**config.mk**
```make
export PLATFORM = sky130hd
export DESIGN_NAME = axi_rd_arbiter
export DESIGN_NICKNAME = d
export VERILOG_FILES = /design/src/rtl/axi_rd_arbiter.sv
export SDC_FILE = /design/constraint.sdc
export NUM_CORES = 1
export LEC_CHECK = 0
export CORE_MARGIN = 2
export CORE_UTILIZATION = 34
export DETAILED_ROUTE_END_ITERATION = 8
export GPL_TIMING_DRIVEN = 0
export PLACE_DENSITY = 0.81
export SETUP_SLACK_MARGIN = 0.4
export SLEW_MARGIN = 20
export SYNTH_ARGS = -nofsm -noshare
export SYNTH_HDL_FRONTEND = slang
export SYNTH_SLANG_ARGS = --single-unit
```
**constraint.sdc**
```tcl
create_clock -name clk_i -period 3.98 [get_ports clk_i]
set_input_delay 0.995 -clock clk_i [delete_from_list [all_inputs] [get_ports clk_i]]
set_output_delay 0.995 -clock clk_i [all_outputs]
set_load 0.02 [all_outputs]
```
**src/rtl/axi_rd_arbiter.sv**
```systemverilog
// AXI4 read arbiter: one downstream AR/R port shared by an I-side master (port 0)
// and a D-side master (port 1), one burst at a time, with burst-length checking.
module axi_rd_arbiter #(
  parameter int unsigned ADDR_W     = 32,
  parameter int unsigned DATA_W     = 32,
  parameter int unsigned ID_W       = 4,
  parameter int unsigned FIXED_PRIO = 0
) (
  input  logic              clk_i,
  input  logic              rst_i,
  input  logic              s0_arvalid_i,
  output logic              s0_arready_o,
  input  logic [ADDR_W-1:0] s0_araddr_i,
  input  logic [ID_W-1:0]   s0_arid_i,
  input  logic [7:0]        s0_arlen_i,
  input  logic [1:0]        s0_arburst_i,
  output logic              s0_rvalid_o,
  input  logic              s0_rready_i,
  output logic [DATA_W-1:0] s0_rdata_o,
  output logic [1:0]        s0_rresp_o,
  output logic [ID_W-1:0]   s0_rid_o,
  output logic              s0_rlast_o,
  input  logic              s1_arvalid_i,
  output logic              s1_arready_o,
  input  logic [ADDR_W-1:0] s1_araddr_i,
  input  logic [ID_W-1:0]   s1_arid_i,
  input  logic [7:0]        s1_arlen_i,
  input  logic [1:0]        s1_arburst_i,
  output logic              s1_rvalid_o,
  input  logic              s1_rready_i,
  output logic [DATA_W-1:0] s1_rdata_o,
  output logic [1:0]        s1_rresp_o,
  output logic [ID_W-1:0]   s1_rid_o,
  output logic              s1_rlast_o,
  output logic              m_arvalid_o,
  input  logic              m_arready_i,
  output logic [ADDR_W-1:0] m_araddr_o,
  output logic [ID_W-1:0]   m_arid_o,
  output logic [7:0]        m_arlen_o,
  output logic [1:0]        m_arburst_o,
  input  logic              m_rvalid_i,
  input  logic [DATA_W-1:0] m_rdata_i,
  input  logic [1:0]        m_rresp_i,
  input  logic [ID_W-1:0]   m_rid_i,
  input  logic              m_rlast_i,
  output logic              m_rready_o,
  output logic [1:0]        grant_o,
  output logic              len_err_o
);
  localparam int unsigned LEN_W   = 8;
  localparam int unsigned BURST_W = 2;
  localparam logic [LEN_W-1:0] CNT_MAX = '1;

  typedef enum logic [1:0] {ST_IDLE, ST_ADDR, ST_DATA} state_t;

  state_t              state_q, state_d;
  logic                arvalid_q;
  logic [ADDR_W-1:0]   araddr_q;
  logic [ID_W-1:0]     arid_q;
  logic [LEN_W-1:0]    arlen_q;
  logic [BURST_W-1:0]  arburst_q;
  logic [1:0]          grant_q;
  logic                last_grant_q;   // 1 = port 1 owned the previous burst
  logic                len_err_q;
  logic [LEN_W-1:0]    beat_cnt_q;

  logic any_req, win1, ar_take, in_data, own1, beat_hs, len_bad;

  // Winner selection; ties go to the port that was not served last unless fixed priority
  always_comb begin
    win1 = s1_arvalid_i;
    if (s0_arvalid_i && s1_arvalid_i) begin
      win1 = (FIXED_PRIO != 0) ? 1'b1 : ~last_grant_q;
    end
  end

  assign any_req      = s0_arvalid_i | s1_arvalid_i;
  assign ar_take      = (state_q == ST_IDLE) && any_req;
  assign s0_arready_o = ar_take && !win1 && !rst_i;
  assign s1_arready_o = ar_take && win1 && !rst_i;

  // R routing: valid/last only to the owner, payload broadcast
  assign in_data     = (state_q == ST_DATA);
  assign own1        = grant_q[1];
  assign m_rready_o  = in_data && (own1 ? s1_rready_i : s0_rready_i);
  assign s0_rvalid_o = in_data && !own1 && m_rvalid_i;
  assign s1_rvalid_o = in_data && own1 && m_rvalid_i;
  assign s0_rlast_o  = in_data && !own1 && m_rlast_i;
  assign s1_rlast_o  = in_data && own1 && m_rlast_i;
  assign s0_rdata_o  = m_rdata_i;
  assign s1_rdata_o  = m_rdata_i;
  assign s0_rresp_o  = m_rresp_i;
  assign s1_rresp_o  = m_rresp_i;
  assign s0_rid_o    = m_rid_i;
  assign s1_rid_o    = m_rid_i;

  assign beat_hs = m_rvalid_i && m_rready_o;
  assign len_bad = beat_hs && (m_rlast_i ? (beat_cnt_q != arlen_q) : (beat_cnt_q == arlen_q));

  assign m_arvalid_o = arvalid_q;
  assign m_araddr_o  = araddr_q;
  assign m_arid_o    = arid_q;
  assign m_arlen_o   = arlen_q;
  assign m_arburst_o = arburst_q;
  assign grant_o     = grant_q;
  assign len_err_o   = len_err_q;

  always_ff @(posedge clk_i or posedge rst_i) begin
    if (rst_i) state_q <= ST_IDLE;
    else       state_q <= state_d;
  end

  always_comb begin
    state_d = state_q;
    case (state_q)
      ST_IDLE: if (any_req)                  state_d = ST_ADDR;
      ST_ADDR: if (m_arready_i)              state_d = ST_DATA;
      ST_DATA: if (beat_hs && m_rlast_i)     state_d = ST_IDLE;
      default:                               state_d = ST_IDLE;
    endcase
  end

  // AR capture, ownership, beat counting and the sticky length-error flag
  always_ff @(posedge clk_i or posedge rst_i) begin
    if (rst_i) begin
      arvalid_q    <= 1'b0;
      araddr_q     <= '0;
      arid_q       <= '0;
      arlen_q      <= '0;
      arburst_q    <= '0;
      grant_q      <= '0;
      last_grant_q <= 1'b1;
      len_err_q    <= 1'b0;
      beat_cnt_q   <= '0;
    end else begin
      case (state_q)
        ST_IDLE: begin
          if (any_req) begin
            arvalid_q    <= 1'b1;
            araddr_q     <= win1 ? s1_araddr_i  : s0_araddr_i;
            arid_q       <= win1 ? s1_arid_i    : s0_arid_i;
            arlen_q      <= win1 ? s1_arlen_i   : s0_arlen_i;
            arburst_q    <= win1 ? s1_arburst_i : s0_arburst_i;
            grant_q      <= win1 ? 2'b10 : 2'b01;
            last_grant_q <= win1;
          end
        end
        ST_ADDR: begin
          if (m_arready_i) begin
            arvalid_q  <= 1'b0;
            beat_cnt_q <= '0;
          end
        end
        ST_DATA: begin
          if (beat_hs) begin
            if (beat_cnt_q != CNT_MAX) beat_cnt_q <= beat_cnt_q + LEN_W'(1);
            if (len_bad)               len_err_q  <= 1'b1;
            if (m_rlast_i)             grant_q    <= '0;
          end
        end
        default: ;
      endcase
    end
  end

endmodule

```
Yosys cells after proc, flatten, opt, wreduce, memory -nomap -nowiden
Index checks and enable logic that the tools add are counted.
{"block": "classes", "n_reduce_logical": 29, "addsub": 1, "mux": 23, "bitwise_logic": 2, "eq_ne": 11}
{"op": "$mux 32", "count": 1}
{"op": "$mux 8", "count": 4}
{"op": "$logic_and 1x1->1", "count": 16}
{"op": "$mux 2", "count": 8}
{"op": "$pmux 8 s2", "count": 1}
{"op": "$reduce_and 3->1", "count": 3}
{"op": "$add 8x1->8 const B", "count": 1}
{"op": "$eq 8x8->1", "count": 1}
{"op": "$ne 8x8->1", "count": 1}
{"op": "$ne 8x8->1 const B", "count": 1}
{"op": "$reduce_and 4->1", "count": 2}
{"op": "$ne 2x1->1 const B", "count": 3}
{"op": "$ne 2x2->1 const B", "count": 3}
{"op": "$pmux 2 s3", "count": 1}
{"op": "$reduce_bool 2->1", "count": 3}
{"op": "$mux 1", "count": 5}
{"op": "$mux 4", "count": 1}
{"op": "$pmux 2 s2", "count": 1}
{"op": "$logic_not 1->1", "count": 3}
{"op": "$eq 2x1->1 const B", "count": 1}
{"op": "$eq 2x2->1 const B", "count": 1}
{"op": "$logic_not 2->1", "count": 1}
{"op": "$pmux 1 s2", "count": 1}
{"op": "$reduce_and 2->1", "count": 1}
{"op": "2 further kinds", "count": 2}
{"block": "word_totals", "input_bits": 139, "wordCells": 76, "reg_bits": 61, "out_inout_bits": 133}

Longest topological paths before layout
{"block": "logic_depth", "depth_word": 6, "mapped_depth": 6, "mapped_depth_nobuf": 5}

Worst setup path after synthesis
OpenSTA, ideal clock, no wires.
{"block": "synth_timing", "kind": "input to output", "start": "input port rst_i", "end": "output port s1_arready_o", "n_path_buf": 0, "required_ns": 2.985, "path_stages": 2, "arrival_ns": 2.727, "path_slack_ns": 0.258, "cell_sequence": "inv_1 > and3_1"}
{"block": "synth_between", "elab_chain_cells": 2}
{"item": "start: declaration", "line": "10", "rtl": "input logic rst_i,"}
{"item": "$logic_not 1->1 (no line)"}
{"item": "$logic_and 1x1->1", "line": "80", "rtl": "assign s1_arready_o = ar_take && win1 && !rst_i;"}
{"item": "end: declaration", "line": "24", "rtl": "output logic s1_arready_o,"}
No other way between the ends.

Worst setup path in the final report
{"block": "layout_timing", "start": "input port m_rvalid_i", "end": "output port s1_rvalid_o"}
{"block": "layout_between", "elab_chain_cells": 1}
{"item": "start: declaration", "line": "41", "rtl": "input logic m_rvalid_i,"}
{"item": "$logic_and 1x1->1", "line": "87", "rtl": "assign s1_rvalid_o = in_data && own1 && m_rvalid_i;"}
{"item": "end: declaration", "line": "29", "rtl": "output logic s1_rvalid_o,"}
No other way between the ends.

==> flow_summary.yaml <==
run_status:
  status: "finished clean"
power:
  irDropWorstVdd_mv: 0.430
  leakagePower_nw: 3.00
  p_sw_share_pct: 39.7
  internal_power_mw: 2.37
  powerDensity_mw_per_mm2: 619
  p_sw_mw: 1.56
  clockPowerShare_pct: 14.4
  seqPwrFrac_pct: 28.6
  power.total_mw: 3.93
  p_comb_share_pct: 57.0
clock_tree:
  cts_tree: "yes"
  holdBufCountCts: 0
  clock-sinks: 61
  clk_pin_slew_ns: 0.07
  cts_buffer_depth: 2
  htreeDepth: 3
  cts_buffers: 9
  cts_root_buffer: "clkbuf_8"
  insertion_delay_ns: 0.34
sta:
  hold_violations: 0
  fin_ws_ns: 0.502
  setup_tns_ns: 0
  final_max_slew_viol_count: 0
  tightest_slew_ns: 0.482
  finalCriticalPeriod_ns: 3.48
  relSlewSlack_pct: 67.9
  finalCritPeriodShare_pct: 87.4
  fmax_mhz: 288
  setup_viol: 0
  skew_ns: 0.00718
  rsz0062_at_grt: "false"
global_route:
  grt_max_degree: 27
  antenna_found_initial: 0
  grt_overflow: 0
  grt_pass1_vias: 3698
  grt_pass1_wl_microns: 18900
  grt.total_usage_pct: 21.5
logic_synthesis:
  yosys_warnings: 0
  synth_flop_cell: "dfrtp_1"
  synth-edff-count: 0
  synth.yosys.seq_area_share_pct: 42.8
  syn-instance-count: 336
  synth_xor_area_share_pct: 1.96
  syn_nets: 476
  yosysUniqueCellTypes: 46
  synth_top_family_by_area: "compound AO/OA/AOI/OAI gates"
  synth_seq_cells: 61
  async_reset_ff_share_pct: 100
  syn_area_per_cell_sq_um: 10.6
  synth_mux_area_share_pct: 1.26
  synth_simple_gate_area_share_pct: 8.26
  synth_fa_ha_area_share_pct: 0.350
  synth-compound-area-share_pct: 26.3
  syn_area_sq_mm: 0.00357
critical_path:
  path_cells: "clkdlybuf4s50_1, nand2_1, nor2_1, clkdlybuf4s50_1"
  cp_common_cell: "clkdlybuf4s50_1"
  slowest_delay_ns: 0.65
  r2r_cells: 5
  worstSetupStartpointType: "primary input"
  required_ns: 2.98
  worst-path-buf-inv: 2
  cp_slowest_cell: "clkdlybuf4s50_1"
  end_kind: "output port"
  critPathTopFamily: "buffers and inverters"
  crit_arrival_ns: 2.48
  worstPathMaxFanout: 6
  cp.depth: 4
  critPathKind: "primary input to output port"
final_layout:
  nFillCells: 889
  layout-drive-gt1-share_pct: 20.9
  area_growth_pct: 77.3
  fin_nets: 723
  insertedDiodeCount: 0
  finish.utilization_pct: 61.7
hold_path:
  hp-class: "flip-flop to flip-flop"
  whs_path_depth: 1
floorplan:
  io-pin-count: 272
  die-area_sq_mm: 0.0113
  dieHeight_microns: 107
  start_util_pct: 34.8
  core-area_sq_mm: 0.0103
  die_x_microns: 107
  row_count: 37
placement:
  dpl.hpwl_microns: 9840
  pre_cts_ws_ns: -0.0820
  gp_congestion: 0.874
  io_buffers: 233
routing:
  routed_wl_microns: 12300
  dr.pass1.iters: 4
  drc: 0
  ant_nets: 0
  vias: 3446
  drt-initial-drc-count: 116
  wl_per_cell_microns: 17.0
  vias_per_cell: 4.76
flow_run:
  max_cap_viol_count: 0
## registers in the layout, indices dropped and copies added, names as in the netlist
register      count
len_err_o         1
state_q           2
m_arlen_o         8
last_grant_q      1
m_araddr_o       32
m_arburst_o       2
m_arvalid_o       1
grant_o           2
beat_cnt_q        8
m_arid_o          4
## Yosys cell counts (3+ instances only)
| master | instances | area (sq um) |
|---|---|---|
| inv_1 | 6 | 22.5 |
| nor2_1 | 10 | 37.5 |
| nand3_1 | 4 | 20.0 |
| nand2b_1 | 3 | 18.8 |
| mux2i_1 | 3 | 30.0 |
| nand2_1 | 11 | 41.3 |
| clkbuf_1 | 4 | 15.0 |
| xor2_1 | 8 | 70.1 |
| a22o_1 | 46 | 403 |
| nor4_2 | 3 | 37.5 |
| buf_2 | 9 | 45.0 |
| a21o_1 | 47 | 353 |
| buf_4 | 77 | 578 |
| dfrtp_1 | 60 | 1500 |
| o21ai_0 | 6 | 30.0 |
## final cells by class
cell class / count / area [sq um] / share of cell area (%)
Timing Repair Buffer: 236 / 2380 / 37.6
Sequential cell: 61 / 1530 / 24.1
Multi-Input combinational cell: 177 / 1370 / 21.6
Buffer: 92 / 662 / 10.4
Tap cell: 136 / 170 / 2.69
Clock buffer: 9 / 124 / 1.95
Clock inverter: 7 / 76.3 / 1.20
Inverter: 6 / 26.3 / 0.415
## cells by family (layout without fill, tap and decap cells)
family                   Yosys count  after routing
multiplexers                       4              4
buffers and inverters             98            350
XOR/XNOR                           8              8
AND/OR/NAND/NOR                   49             49
flip-flops                        61             61
AO/OA/AOI/OAI                    115            115
adder cells (fa/ha/maj)            1              1
## worst reg2reg max path, cell delays in order (launching register included)
cell and delay [ns]:
dfrtp_1 0.45, nor2_1 0.31, o21ai_4 0.16, clkbuf_1 0.27
a22o_1 0.30, a21o_1 0.15
## placed cells by master, fill, tap and decap left out, drive strengths merged, types with 2 or more instances in the layout
| master | n |
|---|---|
| clkdlybuf4s50 | 231 |
| buf | 91 |
| dfrtp | 60 |
| a21o | 47 |
| a22o | 46 |
| clkbuf | 14 |
| nand2 | 11 |
| nor2 | 11 |
| xor2 | 8 |
| o21ai | 7 |
| inv | 5 |
| nand3 | 5 |
| nor4 | 4 |
| clkinv | 4 |
| mux2i | 3 |
| nand2b | 3 |
| clkinvlp | 3 |
| a211oi | 3 |
| and2 | 2 |
| nand4 | 2 |
| or3b | 2 |
| and3 | 2 |
| nor3 | 2 |
| o22a | 2 |
| a31oi | 2 |
## stage by stage
step | instance area (sq um) | std cells | hold slack [ns]
6_report | 6340 | 724 | 0.482
5_1_grt | 6340 | 724 | 0.510
4_1_cts | 6340 | 724 | 0.482
3_5_place_dp | 6130 | 707 | 0.465
3_3_place_gp | 6080 | 705 | 0.468
2_1_floorplan | 3580 | 336 | 0.496
## power groups by stage
stage | registers [mW] | clock network, mW | logic (mW)
2_1_floorplan | 1.40 | 0 | 0.997
3_3_place_gp | 1.12 | 0 | 2.20
3_5_place_dp | 1.13 | 0 | 2.25
4_1_cts | 1.13 | 0.581 | 2.27
5_1_grt | 1.16 | 0.603 | 2.41
6_report | 1.12 | 0.563 | 2.24
## path summary, 6_finish.rpt
kind	slack (ns)	start	end
worst max-delay path	0.50	m_rvalid_i	s1_rvalid_o
worst min-delay path	0.48	len_err_o	len_err_o
worst max register to register	2.22	state_q[1]	m_araddr_o[1]
worst min register to register	0.48	len_err_o	len_err_o
max in group asynchronous	2.42	rst_i	m_arlen_o[4]
min in group asynchronous	1.10	rst_i	grant_o[0]
## what timing repair did
action	4_1_cts	5_1_grt
buffers inserted	1	0
gates resized for setup	4	3
endpoints found under the hold margin	0	0
setup endpoints to repair	2	1
## layer usage
| metal | wire (microns) | global-route usage, % | vias to the layer above |
|---|---|---|---|
| li1 | - | - | 1625 |
| met1 | 4350 | 22.2 | 1636 |
| met2 | 6430 | 39.4 | 169 |
| met3 | 1330 | 8.40 | 16 |
| met4 | 212 | 7.70 | 0 |
| met5 | 0 | 0 | - |
(Power assumes the default switching activity.)
